### config.mk
export PLATFORM = sky130hd
export DESIGN_NAME = address_stepper_flat
export DESIGN_NICKNAME = d
export VERILOG_FILES = /design/src/rtl/address_stepper_if.sv /design/src/rtl/address_stepper.sv /design/src/flat_wrapper.sv
export SDC_FILE = /design/constraint.sdc
export NUM_CORES = 1
export LEC_CHECK = 0
export CAP_MARGIN = 25
export CORE_AREA = 2 2 71 73
export CTS_CLUSTER_DIAMETER = 30
export DETAILED_ROUTE_END_ITERATION = 12
export DIE_AREA = 0 0 73 75
export GPL_ROUTABILITY_DRIVEN = 0
export PLACE_DENSITY = 0.84
export SLEW_MARGIN = 20
export SYNTH_ARGS = -nofsm -noshare
export SYNTH_HDL_FRONTEND = slang
export SYNTH_SLANG_ARGS = --single-unit
### constraint.sdc
create_clock -name clk -period 2.5 [get_ports clk]
set_clock_uncertainty 0.2 [all_clocks]
set_input_delay 0.375 -clock clk [delete_from_list [all_inputs] [get_ports clk]]
set_output_delay 0.375 -clock clk [all_outputs]
set_load 0.05 [all_outputs]
### src/rtl/address_stepper_if.sv
// address_stepper_if: handshake between the stepper and the downstream ROM reader
interface address_stepper_if #(
  parameter int ADDR_WIDTH = 16
);
  logic                  ready;
  logic [ADDR_WIDTH-1:0] address;
  logic                  step;
  logic                  pending;
  modport master(input ready, output address, step, pending);
  modport slave(output ready, input address, step, pending);
endinterface

### src/rtl/address_stepper.sv
// address_stepper: debounced push-button with auto-repeat that steps an instruction address
module address_stepper #(
  parameter int ADDR_WIDTH      = 16,
  parameter int DEBOUNCE_CYCLES = 250000,
  parameter int REPEAT_DELAY    = 12000000,
  parameter int REPEAT_PERIOD   = 3000000
) (
  input  logic                  clk,
  input  logic                  reset,
  input  logic                  btn,
  address_stepper_if.master     bus
);
  localparam int CMAX_A = DEBOUNCE_CYCLES > REPEAT_PERIOD ? DEBOUNCE_CYCLES : REPEAT_PERIOD;
  localparam int CMAX   = CMAX_A > REPEAT_DELAY ? CMAX_A : REPEAT_DELAY;
  localparam int CW     = $clog2(CMAX + 1) + 1;
  localparam logic [CW-1:0] DB_LAST  = CW'(DEBOUNCE_CYCLES - 1);
  localparam logic [CW-1:0] RD_LAST  = CW'(REPEAT_DELAY > 0 ? REPEAT_DELAY - 1 : 0);
  localparam logic [CW-1:0] RP_LAST  = CW'(REPEAT_PERIOD - 1);
  localparam logic [CW-1:0] CNT_MAX  = '1;
  typedef enum logic [2:0] {IDLE, DB_PRESS, HELD, REPEAT, DB_RELEASE} state_t;
  state_t                state_q;
  logic [CW-1:0]         cnt_q;
  logic                  sync1_q, btn_s_q;
  logic                  req;
  logic [ADDR_WIDTH-1:0] address_q;
  logic                  step_q, pending_q;
  // two-flop synchronizer for the asynchronous button level
  always_ff @(posedge clk or posedge reset) begin
    if (reset) {sync1_q, btn_s_q} <= 2'b00;
    else {sync1_q, btn_s_q} <= {btn, sync1_q};
  end
  // step request: debounce complete, repeat delay elapsed, or repeat period elapsed (button still held)
  always_comb
    req = btn_s_q && ((state_q == DB_PRESS && cnt_q == DB_LAST) ||
                      (state_q == HELD && REPEAT_DELAY > 0 && cnt_q == RD_LAST) ||
                      (state_q == REPEAT && cnt_q == RP_LAST));
  // button FSM with one shared counter, cleared on every state entry
  always_ff @(posedge clk or posedge reset) begin
    if (reset) begin
      state_q <= IDLE;
      cnt_q   <= '0;
    end else begin
      case (state_q)
        IDLE: begin
          cnt_q <= '0;
          if (btn_s_q) state_q <= DB_PRESS;
        end
        DB_PRESS:
          if (!btn_s_q) begin
            state_q <= IDLE;
            cnt_q   <= '0;
          end else if (cnt_q == DB_LAST) begin
            state_q <= HELD;
            cnt_q   <= '0;
          end else cnt_q <= cnt_q + 1'b1;
        HELD:
          if (!btn_s_q) begin
            state_q <= DB_RELEASE;
            cnt_q   <= '0;
          end else if (REPEAT_DELAY > 0 && cnt_q == RD_LAST) begin
            state_q <= REPEAT;
            cnt_q   <= '0;
          end else if (cnt_q != CNT_MAX) cnt_q <= cnt_q + 1'b1;
        REPEAT:
          if (!btn_s_q) begin
            state_q <= DB_RELEASE;
            cnt_q   <= '0;
          end else cnt_q <= cnt_q == RP_LAST ? '0 : cnt_q + 1'b1;
        DB_RELEASE:
          if (btn_s_q) cnt_q <= '0;
          else if (cnt_q == DB_LAST) begin
            state_q <= IDLE;
            cnt_q   <= '0;
          end else cnt_q <= cnt_q + 1'b1;
        default: begin
          state_q <= IDLE;
          cnt_q   <= '0;
        end
      endcase
    end
  end
  // single outstanding step: requests merge into pending, ready consumes it into an address increment
  always_ff @(posedge clk or posedge reset) begin
    if (reset) begin
      address_q <= '0;
      step_q    <= 1'b0;
      pending_q <= 1'b0;
    end else begin
      step_q    <= pending_q && bus.ready;
      pending_q <= req || (pending_q && !bus.ready);
      if (pending_q && bus.ready) address_q <= address_q + 1'b1;
    end
  end
  assign bus.address = address_q;
  assign bus.step    = step_q;
  assign bus.pending = pending_q;
endmodule

### src/flat_wrapper.sv
// flat-port wrapper written by rule: the top's interface ports become plain ports
module address_stepper_flat 
#(
  parameter int ADDR_WIDTH      = 16,
  parameter int DEBOUNCE_CYCLES = 250000,
  parameter int REPEAT_DELAY    = 12000000,
  parameter int REPEAT_PERIOD   = 3000000
)
  (clk, reset, btn, bus_ready, bus_address, bus_step, bus_pending);
  address_stepper_if #(.ADDR_WIDTH(ADDR_WIDTH)) bus_i ();
  input  logic clk;
  input  logic reset;
  input  logic btn;
  input wire logic [$bits(bus_i.ready)-1:0] bus_ready;
  output wire logic [$bits(bus_i.address)-1:0] bus_address;
  output wire logic [$bits(bus_i.step)-1:0] bus_step;
  output wire logic [$bits(bus_i.pending)-1:0] bus_pending;
  assign bus_i.ready = bus_ready;
  assign bus_address = bus_i.address;
  assign bus_step = bus_i.step;
  assign bus_pending = bus_i.pending;
  address_stepper #(.ADDR_WIDTH(ADDR_WIDTH), .DEBOUNCE_CYCLES(DEBOUNCE_CYCLES), .REPEAT_DELAY(REPEAT_DELAY), .REPEAT_PERIOD(REPEAT_PERIOD)) u_core (.clk(clk), .reset(reset), .btn(btn), .bus(bus_i));
endmodule
==> impl_metrics.xml <==
<?xml version="1.0" encoding="UTF-8"?>
<metrics>
  <group name="synthesis">
    <metric name="seq_area_frac_synth" unit="">0.4618</metric>
    <metric name="ys.warnings.count" unit="">0</metric>
    <metric name="async_flop_share" unit="">1.000</metric>
    <metric name="synthesis.area_per_instance" unit="um2">9.742</metric>
    <metric name="yosysTopAreaCell" unit="">sky130_fd_sc_hd__dfrtp_1</metric>
    <metric name="synth-edff-count" unit="">0</metric>
    <metric name="synth.top_cells.by_area" unit="">sky130_fd_sc_hd__dfrtp_1 (46%), sky130_fd_sc_hd__xnor2_1 (7.4%), sky130_fd_sc_hd__nor2_1 (4.2%), sky130_fd_sc_hd__nand4_1 (3.8%), sky130_fd_sc_hd__nand2_1 (3.0%)</metric>
    <metric name="area_share_of_the_largest_cell_type_after_synthesis" unit="">0.4618</metric>
    <metric name="syn-instance-count" unit="">267</metric>
    <metric name="ys_dominant_reg_cell" unit="">sky130_fd_sc_hd__dfrtp_1</metric>
    <metric name="nets_in_the_synthesized_netlist" unit="">273</metric>
    <metric name="yosysUniqueCellTypes" unit="">49</metric>
    <metric name="synthesis.area" unit="um2">2601</metric>
    <metric name="yosys_register_bits" unit="">48</metric>
  </group>
  <group name="clock_tree">
    <metric name="htree_num_levels" unit="">2</metric>
    <metric name="clk-insertion-delay-late" unit="ps">300</metric>
    <metric name="cts_made_buffers" unit="">5</metric>
    <metric name="clock-root-buffer" unit="">sky130_fd_sc_hd__clkbuf_8</metric>
    <metric name="clock-sinks" unit="">48</metric>
    <metric name="tritoncts" unit="">yes</metric>
    <metric name="number_of_post_cts_setup_repair_buffers" unit="">0</metric>
    <metric name="clock_path_buffers" unit="">2</metric>
    <metric name="clkTransAtPathRegs" unit="ps">90</metric>
  </group>
  <group name="timing">
    <metric name="worst-slew-pin-transition" unit="ps">508.0</metric>
    <metric name="finalSetupViolations" unit="">0</metric>
    <metric name="report.final.slew_viol_count" unit="">0</metric>
    <metric name="rsz0062_at_grt" unit="">no</metric>
    <metric name="period_minus_slack" unit="ps">2302</metric>
    <metric name="maxSlewHeadroom" unit="">0.6603</metric>
    <metric name="timing.final.crit_share" unit="">0.9209</metric>
    <metric name="final_hold_violation_count" unit="">0</metric>
    <metric name="achievable-frequency" unit="MHz">434.4</metric>
    <metric name="setup_total_negative_slack" unit="ps">0</metric>
  </group>
  <group name="power_and_ir_drop">
    <metric name="switching_share" unit="">0.2172</metric>
    <metric name="finalPower" unit="W">0.001296</metric>
    <metric name="vdd_drop_max" unit="uV">212.9</metric>
    <metric name="sequentialPowerShare" unit="">0.605</metric>
    <metric name="power.internal" unit="W">0.001014</metric>
    <metric name="switchingPower" unit="W">0.0002814</metric>
    <metric name="power.share.clock" unit="">0.362</metric>
    <metric name="cellLeakagePower" unit="nW">1.186</metric>
    <metric name="p_comb_frac" unit="">0.033</metric>
    <metric name="p_per_area" unit="nW/um2">433.9</metric>
  </group>
  <group name="worst_setup_path">
    <metric name="worst_ep_arrival_time" unit="ps">2300</metric>
    <metric name="criticalPathCategory" unit="">reg2reg</metric>
    <metric name="timing.rr.end" unit="">u_core.cnt_q[9]$_DFFE_PP0P_</metric>
    <metric name="worst-path-max-fanout" unit="">17</metric>
    <metric name="timing.reg2reg.setup_slack" unit="ps">200</metric>
    <metric name="worstSetupEndpointType" unit="">register</metric>
    <metric name="critPathLaunchType" unit="">register</metric>
    <metric name="worst-r2r-cell-count" unit="">6</metric>
    <metric name="crit_required" unit="ps">2500</metric>
    <metric name="critical_path.reg2reg.startpoint" unit="">u_core.cnt_q[15]$_DFFE_PP0P_</metric>
  </group>
  <group name="global_routing">
    <metric name="grtUsageTotal" unit="">0.2274</metric>
    <metric name="grt.overflow.total" unit="">0</metric>
    <metric name="grt_pass1_vias" unit="">2098</metric>
    <metric name="antenna_found_initial" unit="">0</metric>
    <metric name="grt_start_max_net_pins" unit="">28</metric>
    <metric name="grt_pass1_wl" unit="mm">9.666</metric>
  </group>
  <group name="route">
    <metric name="routed_length_per_instance" unit="um">15.84</metric>
    <metric name="m1WireLength" unit="mm">2.378</metric>
    <metric name="maxUsedRoutingLayer" unit="">met4</metric>
    <metric name="drt-total-wl" unit="mm">5.512</metric>
    <metric name="remaining_drc_errors" unit="">0</metric>
    <metric name="routed-via-count" unit="">2135</metric>
    <metric name="first_pass_iters" unit="">4</metric>
    <metric name="detail_route.iter0.violations" unit="">92</metric>
    <metric name="met3_length" unit="um">283</metric>
    <metric name="dr_wl_met2" unit="mm">2.711</metric>
    <metric name="remaining_number_of_nets_flagged_by_the_antenna_check_after_routing" unit="">0</metric>
    <metric name="vias_per_cell" unit="">6.135</metric>
  </group>
  <group name="floorplanning">
    <metric name="row_count" unit="">25</metric>
    <metric name="die_area" unit="um2">5475</metric>
    <metric name="fp.dieH" unit="um">75</metric>
    <metric name="core_ar" unit="um2">4661</metric>
    <metric name="initial_utilization" unit="">0.5581</metric>
    <metric name="top_level_ports" unit="">22</metric>
    <metric name="dieWidth" unit="um">73</metric>
  </group>
  <group name="hold_path">
    <metric name="min-delay-start" unit="">u_core.sync1_q$_DFF_PP0_</metric>
    <metric name="whs_endpoint" unit="">u_core.btn_s_q$_DFF_PP0_</metric>
    <metric name="hold-path-cell-count" unit="">0</metric>
    <metric name="worst_hold_path_type" unit="">reg2reg</metric>
  </group>
  <group name="run">
    <metric name="timing.max_cap.violations" unit="">0</metric>
  </group>
  <group name="cells_and_area">
    <metric name="synthToLayoutAreaGrowth" unit="%">14.81</metric>
    <metric name="post_route_cells_drive_above_1_share" unit="">0.09864</metric>
    <metric name="layout.filler_cells" unit="">395</metric>
    <metric name="layout.cell_area.non_filler" unit="um2">2987</metric>
    <metric name="layout.nets" unit="">299</metric>
    <metric name="num_antenna_cells" unit="">0</metric>
  </group>
  <group name="outcome">
    <metric name="outcome" unit="">finished clean</metric>
  </group>
  <group name="placement">
    <metric name="placement.io_buffers" unit="">21</metric>
    <metric name="dp_hpwl" unit="mm">3.975</metric>
    <metric name="placed_cell_area" unit="um2">2893</metric>
  </group>
</metrics>
## synth_stat cells, types with 3 or more instances
| cell type | count |
|---|---|
| sky130_fd_sc_hd__dfrtp_1 | 48 |
| sky130_fd_sc_hd__nor2_1 | 29 |
| sky130_fd_sc_hd__xnor2_1 | 22 |
| sky130_fd_sc_hd__nand2_1 | 21 |
| sky130_fd_sc_hd__nand4_1 | 16 |
| sky130_fd_sc_hd__a21oi_1 | 15 |
| sky130_fd_sc_hd__nand3_1 | 11 |
| sky130_fd_sc_hd__o21ai_0 | 9 |
| sky130_fd_sc_hd__a211oi_1 | 8 |
| sky130_fd_sc_hd__inv_1 | 7 |
| sky130_fd_sc_hd__or3_1 | 6 |
| sky130_fd_sc_hd__xor2_1 | 6 |
| sky130_fd_sc_hd__and4_1 | 5 |
| sky130_fd_sc_hd__buf_2 | 5 |
| sky130_fd_sc_hd__nor3_1 | 5 |
| sky130_fd_sc_hd__and3_1 | 4 |
| sky130_fd_sc_hd__clkbuf_1 | 3 |
| sky130_fd_sc_hd__nand3b_1 | 3 |
| sky130_fd_sc_hd__nor4_1 | 3 |
## worst max-delay path by stage
stage	end	slack (ps)	startpoint	cells past startpoint
after floorplan	u_core.cnt_q[11]$_DFFE_PP0P_	360	u_core.cnt_q[6]$_DFFE_PP0P_	6
after global placement	u_core.cnt_q[20]$_DFFE_PP0P_	270	u_core.cnt_q[15]$_DFFE_PP0P_	6
after detailed placement	u_core.cnt_q[9]$_DFFE_PP0P_	200	u_core.cnt_q[6]$_DFFE_PP0P_	6
after CTS	u_core.cnt_q[9]$_DFFE_PP0P_	180	u_core.cnt_q[15]$_DFFE_PP0P_	6
after global routing	u_core.cnt_q[20]$_DFFE_PP0P_	100	u_core.cnt_q[6]$_DFFE_PP0P_	6
final	u_core.cnt_q[9]$_DFFE_PP0P_	200	u_core.cnt_q[15]$_DFFE_PP0P_	6
## per-layer routing
metal,global-route usage,vias to the layer above
met4,0.09259,0
li1,-,1011
met5,0,-
met2,0.3954,75
met1,0.2794,1029
met3,0.04284,20
## metrics by stage
stage	setup WS (ps)	util	instances	hold slack (ps)
3_3_place_gp	273.8	0.6207	340	134.3
6_report	197.7	0.6408	348	157.4
2_1_floorplan	361.5	-	267	131.2
3_5_place_dp	197.9	0.6207	340	140.9
5_1_grt	103.9	0.6408	348	163.2
4_1_cts	184.4	0.6405	348	161.0
## critical path, stage by stage, from the launching register on
cell and delay, ps:
sky130_fd_sc_hd__dfrtp_1 490, sky130_fd_sc_hd__or4b_4 520, sky130_fd_sc_hd__nor4_4 340, sky130_fd_sc_hd__a32oi_1 150
sky130_fd_sc_hd__a21oi_4 190, sky130_fd_sc_hd__buf_4 240, sky130_fd_sc_hd__nor2_1 80
## kinds of logic (layout without fill, tap and decap cells)
group | count (synthesis) | count (layout) | share of synthesized area
DFF | 48 | 48 | 0.4618
xor gates and xnor gates | 28 | 28 | 0.09427
and+or+nand+nor | 128 | 128 | 0.2900
buffers and inverters | 17 | 44 | 0.03271
adders and majority gates | 2 | 2 | 0.009618
muxes | 2 | 2 | 0.008177
AOI/OAI and AO/OA | 42 | 42 | 0.1034
## area by class of cell
class                      instances  area, um2  share of cell area
inverter                           7      26.28            0.008798
tap                               54      67.56             0.02262
sequential                        48       1201              0.4022
multi-input combinational        202       1316              0.4407
clock inverter                     2      10.01            0.003351
timing repair buffer              29      282.8             0.09468
clock buffer                       6      82.58             0.02765
## registers in the layout (all words and copies together) (netlist names)
signal	count
u_core.btn_s_q	1
u_core.bus.address	16
u_core.bus.pending	1
u_core.bus.step	1
u_core.cnt_q	25
u_core.state_q	3
u_core.sync1_q	1
## placed cells by master, fill, tap and decap left out, types with 7 or more instances in the layout
master	n
sky130_fd_sc_hd__a211oi_1	8
sky130_fd_sc_hd__a21oi_1	15
sky130_fd_sc_hd__buf_4	7
sky130_fd_sc_hd__clkdlybuf4s50_1	21
sky130_fd_sc_hd__dfrtp_1	48
sky130_fd_sc_hd__nand2_1	21
sky130_fd_sc_hd__nand3_1	11
sky130_fd_sc_hd__nand4_1	16
sky130_fd_sc_hd__nor2_1	29
sky130_fd_sc_hd__o21ai_0	9
sky130_fd_sc_hd__xnor2_1	22
## power groups by stage
stage	Combinational, W	Sequential, W	Clock (W)
after detailed placement	0.0000442	0.000799	0
after CTS	0.0000444	0.000784	0.000485
after floorplan	0.0000292	0.000797	0
after global placement	0.0000434	0.000799	0
final	0.0000427	0.000784	0.000469
after global routing	0.0000501	0.000785	0.000514
## repair_timing
| action | 4_1_cts | 5_1_grt |
|---|---|---|
| endpoints found under the hold margin | 0 | 0 |
| hold buffers | 0 | 0 |
| gates resized for setup | 0 | 1 |
| setup endpoints to repair | 0 | 3 |
No activity file was read; power rests on OpenSTA's default activity.
